**src/rtl/csr_machine_gen_if.sv**
```systemverilog
// Signal bundle between the execute/decode stages and the machine-mode CSR unit.
// Handshake: every strobe is single-cycle and unconditionally accepted; there is no ready/backpressure.
interface csr_machine_gen_if #(
  parameter int XLEN     = 32,
  parameter int NUM_EVT  = 8,
  parameter int NUM_LIRQ = 4
);
  localparam int LW = (NUM_LIRQ > 0) ? NUM_LIRQ : 1;

  logic              rden;
  logic [11:0]       raddr;
  logic [XLEN-1:0]   rdata;
  logic              wren;
  logic [11:0]       waddr;
  logic [XLEN-1:0]   wdata;
  logic              valid;
  logic              exc;
  logic [4:0]        ecause;
  logic [XLEN-1:0]   epc;
  logic [XLEN-1:0]   etval;
  logic              mret;
  logic              meip;
  logic              mtip;
  logic              msip;
  logic [LW-1:0]     lirq;
  logic [NUM_EVT-1:0] evt;
  logic              trap;
  logic [XLEN-1:0]   trap_vec;
  logic              mret_o;
  logic [XLEN-1:0]   mepc_o;
  logic              irq_pend;

  modport slave (
    input  rden, raddr, wren, waddr, wdata, valid, exc, ecause, epc, etval, mret,
           meip, mtip, msip, lirq, evt,
    output rdata, trap, trap_vec, mret_o, mepc_o, irq_pend
  );

  modport master (
    output rden, raddr, wren, waddr, wdata, valid, exc, ecause, epc, etval, mret,
           meip, mtip, msip, lirq, evt,
    input  rdata, trap, trap_vec, mret_o, mepc_o, irq_pend
  );
endinterface

```
**src/rtl/csr_machine_gen.sv**
```systemverilog
// Machine-mode CSR unit: trap/mret sequencing, interrupt pending logic, 64-bit cycle/instret/hpm counters.
// Reads are combinational; writes, traps and mret take effect on the clock edge.
module csr_machine_gen #(
  parameter int          XLEN      = 32,
  parameter int          NUM_HPM   = 4,
  parameter int          NUM_EVT   = 8,
  parameter int          NUM_LIRQ  = 4,
  parameter logic [63:0] MTVEC_RST = 64'h0
) (
  input logic              clk,
  input logic              rst,
  csr_machine_gen_if.slave bus
);
  localparam logic [1:0]  MXL       = (XLEN == 64) ? 2'd2 : 2'd1;
  localparam logic [XLEN-1:0] MISA_VAL = {MXL, {(XLEN-2){1'b0}}} | XLEN'(32'h0000_1100);
  localparam logic [31:0] IRQ_MASK  = 32'h0000_0888 | (((32'h1 << NUM_LIRQ) - 32'h1) << 16);
  localparam logic [31:0] INH_MASK  = 32'h0000_0005 | (((32'h1 << NUM_HPM) - 32'h1) << 3);

  logic [31:0]       mie_q, mip_q, inhibit;
  logic              st_mie, st_mpie;
  logic [XLEN-1:2]   tvec_base;
  logic              tvec_mode;
  logic [XLEN-1:0]   mscratch, mepc, mcause, mtval;
  logic [63:0]       mcycle, minstret;
  logic [63:0]       hpm_cnt [29];
  logic [XLEN-1:0]   hpm_evt [29];
  logic              trap_q, mret_q;

  logic [31:0]       mip_in, pend, evt_ext;
  logic [4:0]        irq_code;
  logic              irq_take, trap_take, mret_take;
  logic [XLEN-1:0]   cause_n, mstatus_r;

  function automatic logic wr_lo(input logic [11:0] a);
    return bus.wren && (bus.waddr == a);
  endfunction

  function automatic logic wr_hi(input logic [11:0] a);
    return (XLEN == 32) && bus.wren && (bus.waddr == a);
  endfunction

  // Merge a CSR write into a 64-bit counter; on RV32 only the addressed half changes.
  function automatic logic [63:0] cnt_wr(input logic [63:0] old, input logic hi,
                                         input logic [XLEN-1:0] d);
    logic [63:0] dx;
    dx = 64'(d);
    if (XLEN == 64) return dx;
    if (hi) return {dx[31:0], old[31:0]};
    return {old[63:32], dx[31:0]};
  endfunction

  function automatic logic [XLEN-1:0] cnt_hi(input logic [63:0] c);
    return XLEN'(c >> 32);
  endfunction

  function automatic logic evt_hit(input logic [XLEN-1:0] k, input logic [31:0] e);
    if (k == '0 || k > XLEN'(NUM_EVT)) return 1'b0;
    return e[k[4:0] - 5'd1];
  endfunction

  always_comb begin
    mip_in = ((32'(bus.lirq) << 16) & IRQ_MASK)
           | {20'b0, bus.meip, 3'b0, bus.mtip, 3'b0, bus.msip, 3'b0};
    evt_ext = 32'(bus.evt);
    pend    = mip_q & mie_q;
    // Lowest local IRQ index wins among locals; then MTI < MSI < MEI overrides.
    irq_code = 5'd0;
    for (int i = 31; i >= 16; i--)
      if (pend[i]) irq_code = 5'(i);
    if (pend[7])  irq_code = 5'd7;
    if (pend[3])  irq_code = 5'd3;
    if (pend[11]) irq_code = 5'd11;
    irq_take  = bus.valid && st_mie && (pend != 32'h0);
    trap_take = bus.exc || irq_take;
    mret_take = bus.mret && !trap_take;
    cause_n   = bus.exc ? XLEN'(bus.ecause)
                        : ({1'b1, {(XLEN-1){1'b0}}} | XLEN'(irq_code));
    mstatus_r = XLEN'({2'b11, 3'b0, st_mpie, 3'b0, st_mie, 3'b0});
  end

  always_ff @(posedge clk or negedge rst) begin
    if (!rst) begin
      mie_q     <= '0;
      mip_q     <= '0;
      inhibit   <= '0;
      st_mie    <= 1'b0;
      st_mpie   <= 1'b0;
      tvec_base <= MTVEC_RST[XLEN-1:2];
      tvec_mode <= MTVEC_RST[0];
      mscratch  <= '0;
      mepc      <= '0;
      mcause    <= '0;
      mtval     <= '0;
      mcycle    <= '0;
      minstret  <= '0;
      for (int i = 0; i < 29; i++) begin
        hpm_cnt[i] <= '0;
        hpm_evt[i] <= '0;
      end
      trap_q    <= 1'b0;
      mret_q    <= 1'b0;
    end else begin
      mip_q  <= mip_in;
      trap_q <= trap_take;
      mret_q <= mret_take;
      if (wr_lo(12'h304)) mie_q   <= 32'(bus.wdata) & IRQ_MASK;
      if (wr_lo(12'h320)) inhibit <= 32'(bus.wdata) & INH_MASK;
      if (wr_lo(12'h340)) mscratch <= bus.wdata;
      if (wr_lo(12'h305)) begin
        tvec_base <= bus.wdata[XLEN-1:2];
        if (!bus.wdata[1]) tvec_mode <= bus.wdata[0];
      end
      if (trap_take) begin
        st_mpie <= st_mie;
        st_mie  <= 1'b0;
      end else if (mret_take) begin
        st_mie  <= st_mpie;
        st_mpie <= 1'b1;
      end else if (wr_lo(12'h300)) begin
        st_mie  <= bus.wdata[3];
        st_mpie <= bus.wdata[7];
      end
      if (trap_take) begin
        mepc   <= {bus.epc[XLEN-1:2], 2'b00};
        mcause <= cause_n;
        mtval  <= bus.exc ? bus.etval : '0;
      end else begin
        if (wr_lo(12'h341)) mepc   <= {bus.wdata[XLEN-1:2], 2'b00};
        if (wr_lo(12'h342)) mcause <= bus.wdata;
        if (wr_lo(12'h343)) mtval  <= bus.wdata;
      end
      if (wr_lo(12'hB00))      mcycle <= cnt_wr(mcycle, 1'b0, bus.wdata);
      else if (wr_hi(12'hB80)) mcycle <= cnt_wr(mcycle, 1'b1, bus.wdata);
      else if (!inhibit[0])    mcycle <= mcycle + 64'd1;
      if (wr_lo(12'hB02))      minstret <= cnt_wr(minstret, 1'b0, bus.wdata);
      else if (wr_hi(12'hB82)) minstret <= cnt_wr(minstret, 1'b1, bus.wdata);
      else if (!inhibit[2] && bus.valid) minstret <= minstret + 64'd1;
      for (int i = 0; i < 29; i++) begin
        if (i < NUM_HPM) begin
          if (wr_lo(12'(12'h323 + i))) hpm_evt[i] <= bus.wdata;
          if (wr_lo(12'(12'hB03 + i)))      hpm_cnt[i] <= cnt_wr(hpm_cnt[i], 1'b0, bus.wdata);
          else if (wr_hi(12'(12'hB83 + i))) hpm_cnt[i] <= cnt_wr(hpm_cnt[i], 1'b1, bus.wdata);
          else if (!inhibit[i+3] && evt_hit(hpm_evt[i], evt_ext))
            hpm_cnt[i] <= hpm_cnt[i] + 64'd1;
        end
      end
    end
  end

  always_comb begin
    bus.rdata = '0;
    if (bus.rden) begin
      case (bus.raddr)
        12'h300: bus.rdata = mstatus_r;
        12'h301: bus.rdata = MISA_VAL;
        12'h304: bus.rdata = XLEN'(mie_q);
        12'h305: bus.rdata = {tvec_base, 1'b0, tvec_mode};
        12'h320: bus.rdata = XLEN'(inhibit);
        12'h340: bus.rdata = mscratch;
        12'h341: bus.rdata = mepc;
        12'h342: bus.rdata = mcause;
        12'h343: bus.rdata = mtval;
        12'h344: bus.rdata = XLEN'(mip_q);
        12'hB00: bus.rdata = XLEN'(mcycle);
        12'hB02: bus.rdata = XLEN'(minstret);
        12'hB80: if (XLEN == 32) bus.rdata = cnt_hi(mcycle);
        12'hB82: if (XLEN == 32) bus.rdata = cnt_hi(minstret);
        default: begin
          for (int i = 0; i < 29; i++) begin
            if (i < NUM_HPM) begin
              if (bus.raddr == 12'(12'h323 + i)) bus.rdata = hpm_evt[i];
              if (bus.raddr == 12'(12'hB03 + i)) bus.rdata = XLEN'(hpm_cnt[i]);
              if ((XLEN == 32) && (bus.raddr == 12'(12'hB83 + i))) bus.rdata = cnt_hi(hpm_cnt[i]);
            end
          end
        end
      endcase
    end
  end

  // Only interrupt causes are offset in vectored mode; exceptions always go to BASE.
  always_comb begin
    bus.trap_vec = {tvec_base, 2'b00};
    if (tvec_mode && mcause[XLEN-1])
      bus.trap_vec = {tvec_base, 2'b00} + XLEN'({mcause[4:0], 2'b00});
    bus.trap     = trap_q;
    bus.mret_o   = mret_q;
    bus.mepc_o   = mepc;
    bus.irq_pend = st_mie && ((mip_q & mie_q) != 32'h0);
  end
endmodule

```
**src/flat_wrapper.sv**
```systemverilog
// flat-port wrapper written by rule: the top's interface ports become plain ports
module csr_machine_gen_flat 
#(
  parameter int          XLEN      = 32,
  parameter int          NUM_HPM   = 4,
  parameter int          NUM_EVT   = 8,
  parameter int          NUM_LIRQ  = 4,
  parameter logic [63:0] MTVEC_RST = 64'h0
)
  (clk, rst, bus_rden, bus_raddr, bus_wren, bus_waddr, bus_wdata, bus_valid, bus_exc, bus_ecause, bus_epc, bus_etval, bus_mret, bus_meip, bus_mtip, bus_msip, bus_lirq, bus_evt, bus_rdata, bus_trap, bus_trap_vec, bus_mret_o, bus_mepc_o, bus_irq_pend);
  csr_machine_gen_if #(.XLEN(XLEN), .NUM_EVT(NUM_EVT), .NUM_LIRQ(NUM_LIRQ)) bus_i ();
  input logic clk;
  input logic rst;
  input wire logic [$bits(bus_i.rden)-1:0] bus_rden;
  input wire logic [$bits(bus_i.raddr)-1:0] bus_raddr;
  input wire logic [$bits(bus_i.wren)-1:0] bus_wren;
  input wire logic [$bits(bus_i.waddr)-1:0] bus_waddr;
  input wire logic [$bits(bus_i.wdata)-1:0] bus_wdata;
  input wire logic [$bits(bus_i.valid)-1:0] bus_valid;
  input wire logic [$bits(bus_i.exc)-1:0] bus_exc;
  input wire logic [$bits(bus_i.ecause)-1:0] bus_ecause;
  input wire logic [$bits(bus_i.epc)-1:0] bus_epc;
  input wire logic [$bits(bus_i.etval)-1:0] bus_etval;
  input wire logic [$bits(bus_i.mret)-1:0] bus_mret;
  input wire logic [$bits(bus_i.meip)-1:0] bus_meip;
  input wire logic [$bits(bus_i.mtip)-1:0] bus_mtip;
  input wire logic [$bits(bus_i.msip)-1:0] bus_msip;
  input wire logic [$bits(bus_i.lirq)-1:0] bus_lirq;
  input wire logic [$bits(bus_i.evt)-1:0] bus_evt;
  output wire logic [$bits(bus_i.rdata)-1:0] bus_rdata;
  output wire logic [$bits(bus_i.trap)-1:0] bus_trap;
  output wire logic [$bits(bus_i.trap_vec)-1:0] bus_trap_vec;
  output wire logic [$bits(bus_i.mret_o)-1:0] bus_mret_o;
  output wire logic [$bits(bus_i.mepc_o)-1:0] bus_mepc_o;
  output wire logic [$bits(bus_i.irq_pend)-1:0] bus_irq_pend;
  assign bus_i.rden = bus_rden;
  assign bus_i.raddr = bus_raddr;
  assign bus_i.wren = bus_wren;
  assign bus_i.waddr = bus_waddr;
  assign bus_i.wdata = bus_wdata;
  assign bus_i.valid = bus_valid;
  assign bus_i.exc = bus_exc;
  assign bus_i.ecause = bus_ecause;
  assign bus_i.epc = bus_epc;
  assign bus_i.etval = bus_etval;
  assign bus_i.mret = bus_mret;
  assign bus_i.meip = bus_meip;
  assign bus_i.mtip = bus_mtip;
  assign bus_i.msip = bus_msip;
  assign bus_i.lirq = bus_lirq;
  assign bus_i.evt = bus_evt;
  assign bus_rdata = bus_i.rdata;
  assign bus_trap = bus_i.trap;
  assign bus_trap_vec = bus_i.trap_vec;
  assign bus_mret_o = bus_i.mret_o;
  assign bus_mepc_o = bus_i.mepc_o;
  assign bus_irq_pend = bus_i.irq_pend;
  csr_machine_gen #(.XLEN(XLEN), .NUM_HPM(NUM_HPM), .NUM_EVT(NUM_EVT), .NUM_LIRQ(NUM_LIRQ), .MTVEC_RST(MTVEC_RST)) u_core (.clk(clk), .rst(rst), .bus(bus_i));
endmodule
```
**config.mk**
```make
export PLATFORM = sky130hd
export DESIGN_NAME = csr_machine_gen_flat
export DESIGN_NICKNAME = d
export VERILOG_FILES = /design/src/rtl/csr_machine_gen_if.sv /design/src/rtl/csr_machine_gen.sv /design/src/flat_wrapper.sv
export SDC_FILE = /design/constraint.sdc
export NUM_CORES = 2
export LEC_CHECK = 0
export CELL_PAD_IN_SITES_DETAIL_PLACEMENT = 1
export CELL_PAD_IN_SITES_GLOBAL_PLACEMENT = 1
export CORE_MARGIN = 1.5
export CORE_UTILIZATION = 48
export CTS_BUF_LIST = sky130_fd_sc_hd__clkbuf_4 sky130_fd_sc_hd__clkbuf_8
export CTS_CLUSTER_DIAMETER = 120
export DETAILED_ROUTE_END_ITERATION = 10
export GPL_ROUTABILITY_DRIVEN = 0
export PLACE_DENSITY_LB_ADDON = 0.2
export SLEW_MARGIN = 10
export SYNTH_ARGS = -nofsm -noshare
export SYNTH_HDL_FRONTEND = slang
export SYNTH_SLANG_ARGS = --single-unit
```
**constraint.sdc**
```tcl
create_clock -name clk -period 4.4 [get_ports clk]
set_input_delay 0.88 -clock clk [delete_from_list [all_inputs] [get_ports clk]]
set_output_delay 0.88 -clock clk [all_outputs]
set_load 0.01 [all_outputs]
```
==> results of run 1 <==
[cell usage after synthesis (45+ instances only)]
cell type    n
a21oi_1    334
a222oi_1    64
a22oi_1    141
and3_1     115
clkbuf_1   310
dfrtp_1    693
inv_1       78
mux2_2     214
mux2i_1     62
nand2_1    582
nand3_1    246
nand4_1    156
nor2_1     312
nor3_1     138
nor4_1      81
o211ai_1    61
o21ai_0    337
o22ai_1     45
or3_1       46
xnor2_1    108
xor2_1     106
[stage by stage]
step / instance area, um2 / cells / utilization, %
CTS: 53180 / 6647 / 61.11
detailed placement: 48760 / 6331 / 56.03
global placement: 48760 / 6331 / 56.03
floorplan: 42290 / 4844 / -
[kinds of logic after synthesis]
kind of cell / synth area share, %
AO/OA/AOI/OAI: 19.75
multiplexers: 7.594
adder cells (fa/ha/maj): 0.4913
flip-flops: 41.02
AND/OR/NAND/NOR: 22.51
XOR/XNOR: 4.433
buffers and inverters: 4.194
other: 0.008870
[routing by layer]
metal / overflow / track usage [%]
met1: 0 / 73.50
met2: 3 / 86.46
met3: 0 / 61.93
met4: 2 / 68.52
met5: 0 / 37.72
[timing repair]
item,CTS
pin swaps,118
gates resized for setup,376
gates cloned,6
buffers inserted,87
endpoints found under the setup margin,51
==> results.md, run 1 <==
- CTS max path bufs: 3
- Initial Util: roughly half
- Top Ports: 246
- Largest net degree at the start of global routing: 96
- Worst-path end type: primary output
- Chip Height: about 300 um
- Syn_area_per_cell: 8.733 um2
- Half-perimeter wire length after placement: about 170 mm
- Worst_ep grt: bus_rdata[1]
- Log Error: [ERROR GRT-0232] Routing congestion too high. Check the congestion heatmap in the GUI.
- Post-synth EDFFs: 0
- Distinct cell type count after synthesis: a little over 90
- Post-Syn Area: 42,280 um2
- Port buffer count: 239
- Sequential share of the synthesized area: approximately 41%
- Leading area contributor after synthesis: dfrtp_1
- Cell row count: between 100 and 150
- Last stage reached: 5_1_grt
- Asr flop ratio synth: 100.0%
- #FFs+latches synth: approximately 690
- Num CTS Buffers: about 130
- Die span in x: 299.8 um
- Global route total overflow: 5
- Clock Sinks: 693
- Synth top area cells: dfrtp_1 41%, mux2_2 5.7%, nand2_1 5.2%, o21ai_0 4.0%, a21oi_1 4.0%
- Initial antenna violation count: 53
- Ys flop type: dfrtp_1
- Yosys top cell area share: 41.02%
- H-Tree Depth: 4
- YS warnings: 0
- Total Routing Usage GR: 72.97%
- Outcome: aborted with a tool error
- Cts hold-fix bufs: 0
- Post-synthesis cell count: around 4,800
- Root Driver: clkbuf_8
- Worst slack at placement: -1.404 ns
==> run 2: changes to the inputs <==
- CELL_PAD_IN_SITES_DETAIL_PLACEMENT: 1 -> default
- CELL_PAD_IN_SITES_GLOBAL_PLACEMENT: 1 -> default
- CORE_UTILIZATION: 48 -> 40
- CTS_BUF_LIST: sky130_fd_sc_hd__clkbuf_4 sky130_fd_sc_hd__clkbuf_8 -> default
- CTS_CLUSTER_DIAMETER: 120 -> default
- PLACE_DENSITY_LB_ADDON: 0.2 -> 0.15
==> run 2 against run 1 <==
The flow now finishes, with violations (design-rule violations, negative setup slack). Synthesized cell count is the same. Area after synthesis stayed put.
==> results.md, run 2 <==
- Synth top area cells: dfrtp_1 41%, mux2_2 5.7%, nand2_1 5.2%, o21ai_0 4.0%, a21oi_1 4.0%
- Most common cell after layout, fill and taps aside: dfrtp_1
- Number of flip-flops in the largest register: approximately 260
- Top reg by flops: u_core.hpm_cnt
- Syn_area_per_cell: 8.733 um2 (unchanged)
- Worst slack at placement: -1.331 ns (+0.07229 ns)
- Vias: 46,670
- Half-perimeter wire length after placement: 163.5 mm (-2.7%)
- Distinct cell type count after synthesis: 93 (unchanged)
- Tcrit/Tclk final: 104.7%
- Routed met2 length: just over 90 mm
- Detail Route met3 WL: between 30 and 40 mm
- Post-synth EDFFs: 0 (unchanged)
- Worst Setup Start Kind: primary input
- RSZ-0062 raised after global routing: true
- Most numerous cell in the Yosys netlist: dfrtp_1
- Biggest regs: u_core.hpm_cnt x256, u_core.hpm_evt x128
- Final WL: between 200 and 250 mm
- Die area: 107,700 um2
- Leading area contributor after synthesis: dfrtp_1
- Slew @ Worst Pin: about 1.2 ns
- Crit path max fanout: 6
- Top sig layer: met5
- Crit-path most repeated cell: buf_6
- Post-synthesis cell count: 4,841 (unchanged)
- #FFs+latches synth: 693 (unchanged)
- Num CTS Buffers: 84 (-37%)
- Port buffer count: 239 (unchanged)
- Outcome: finished, violations left
- Die span in x: 328.1 um (+9.5%)
- Largest net degree at the start of global routing: around 120
- Worst skew pair latency: 0.70 ns
- Total Routing Usage GR: between 40% and 50%
- Routed vias/inst: ~6.9
- Asr flop ratio synth: 100.0% (unchanged)
- Root Driver: clkbuf_16
- Max-cap violations: 0
- Worst-path clk slew: 0.06 ns
- DRC Markers: 15
- Routed len/inst: 33.78 um
- Final ANT Viol Nets: 0
- Worst Skew: between 0.04 and 0.05 ns
- CP arrival: ~3.7 ns
- Final worst slack: -0.2057 ns
- Most frequent cells in the layout: 693 x dfrtp_1, 577 x nand2_1, 424 x buf_4
- CP max stage delay: slightly above 0.6 ns
- Setup TNS: -2.032 ns
- YS warnings: 0 (unchanged)
- Critical path required time: roughly 3.5 ns
- Critical-path cell list: buf_8 > or4bb_4 > buf_12 > buf_6 > nor3_4 > buf_4 > buf_6 > a22oi_2 > nand3_1 > a211oi_1 > buf_4 > o31ai_1 > and3_1 > buf_6 > clkdlybuf4s15_2
- Cell row count: 119 (+10%)
- Detailed Routing Iterations Pass 1: 11
- Min Tclk post-route: around 4.6 ns
- Max stage delay cell, worst path: or4bb_4
- H-Tree Depth: 3 (-1)
- Chip Height: 328.1 um (+9.5%)
- Pwr Density: just under 300 nW/um2
- Post-Syn Area: 42,280 um2 (unchanged)
- Max VDD drop: around 0.28 mV
- Sequential share of the synthesized area: 41.02% (unchanged)
- Clock Sinks: 693 (unchanged)
- CTS max path bufs: 3 (unchanged)
- Global route total overflow: 0
- Final setup vio count: 26
- Yosys top cell area share: 41.02% (unchanged)
- CP Capture Type: primary output
- Net count, final: between 5,000 and 6,000
- Number of global-route vias before repair: 42,310
- Top Ports: 246 (unchanged)
- Initial antenna violation count: 23
- Final Power: around 16 mW
- R2r startpoint: u_core.hpm_evt[800]
- Post-synth top cells: 693 x dfrtp_1, 582 x nand2_1, 337 x o21ai_0
- Ys flop type: dfrtp_1
- Crit Path Category: primary input to primary output
- Pleak: between 20 and 25 nW
- Hold Violations, Final: 0
- Syn-to-layout area delta: 26.54%
- Worst Setup SP: bus_raddr[11]
- Hold Path Class: primary input to async pin
- Max-slew violation count: 0
- WP buf/inv: 8
- CTS tree: built
- Fmax: approximately 220 MHz
- Failing checks: design-rule violations, negative setup slack
- Delay-heaviest family, CP: buffers and inverters
- Met1 wire length: between 80 and 90 mm
- CORE AREA: between 100,000 and 150,000 um2
- Iter 0 DRT Violations: between 8,000 and 9,000
- Rel. slew slack: approximately 17%
- Initial Util: 40.22% (-8.4 points)
- First-pass GRT wire length: roughly 320 mm
- Share of cells above drive strength 1: 21.16%
[run 2: final timing paths]
check	to	slack, ns	depth (start not counted)
max in group asynchronous	u_core.tvec_base[25]	3.06	2
max reg2reg	u_core.hpm_cnt[1636]	0.68	8
min in group clk	u_core.mcycle[52]	0.48	2
max	bus_rdata[5]	-0.21	15
min reg2reg	u_core.mscratch[19]	0.51	1
min	u_core.hpm_cnt[1830]	0.15	1
[run 2: worst reg2reg max path: cells and delay by family (launching register included)]
family | cells | cell delay, ns
AOI/OAI and AO/OA | 5 | 2.41
adders and majority gates | 1 | 0.36
buffers and inverters | 1 | 0.14
DFF | 1 | 0.47
muxes | 1 | 0.24
[run 2: power breakdown]
group          switching (mW)  leakage (nW)  total (mW)  internal [mW]
logic                   0.869          11.8        1.33          0.462
registers               0.366          9.23        6.93           6.56
clock network            3.11          1.37        7.27           4.17
[run 2: cell families (layout without fill, tap and decap cells)]
| logic type | after synthesis | in the layout | synth area share, % |
|---|---|---|---|
| flip-flops | 693 | 693 | 41.02 |
| adder cells (fa/ha/maj) | 16 | 16 | 0.4913 |
| other | 1 | 13 | 0.008870 |
| AND/OR/NAND/NOR | 1892 | 1892 | 22.51 |
| XOR/XNOR | 214 | 214 | 4.433 |
| multiplexers | 284 | 284 | 7.594 |
| AO/OA/AOI/OAI | 1283 | 1283 | 19.75 |
| buffers and inverters | 458 | 991 | 4.194 |
[run 2: metal layers]
metal,global-route usage (%),vias to the layer above
met3,14.26,1024
met2,58.26,3704
li1,-,19030
met4,29.13,12
met1,53.17,22900
met5,0,-
[run 2: layout make-up]
cell class                 instances  area [um2]
fill                            9949       51620
multi-input combinational       3693       24220
sequential                       693       17340
timing repair buffer             762        7067
clock buffer                     125        2406
tap                             1391        1740
clock inverter                    26       412.9
inverter                          78       292.8
antenna                            9       22.52
[run 2: stage by stage]
stage          area [um2]  std cells  hold WS (ns)  util (%)
2_1_floorplan       42290       4844        0.4488         -
3_3_place_gp        48950       6547        0.4846     46.57
3_5_place_dp        48950       6547        0.4898     46.57
4_1_cts             52940       6747        0.1828     50.36
5_1_grt             53480       6769        0.1987     50.87
6_report            53500       6777        0.1466     50.89
[run 2: timing repair]
action	CTS	global route
resized for setup	320	126
buffers inserted	54	25
hold buffers	0	0
pin swaps	93	102
endpoints found under the setup margin	50	44
cloned	5	1
Note: power is estimated with default switching activity, not from simulation.
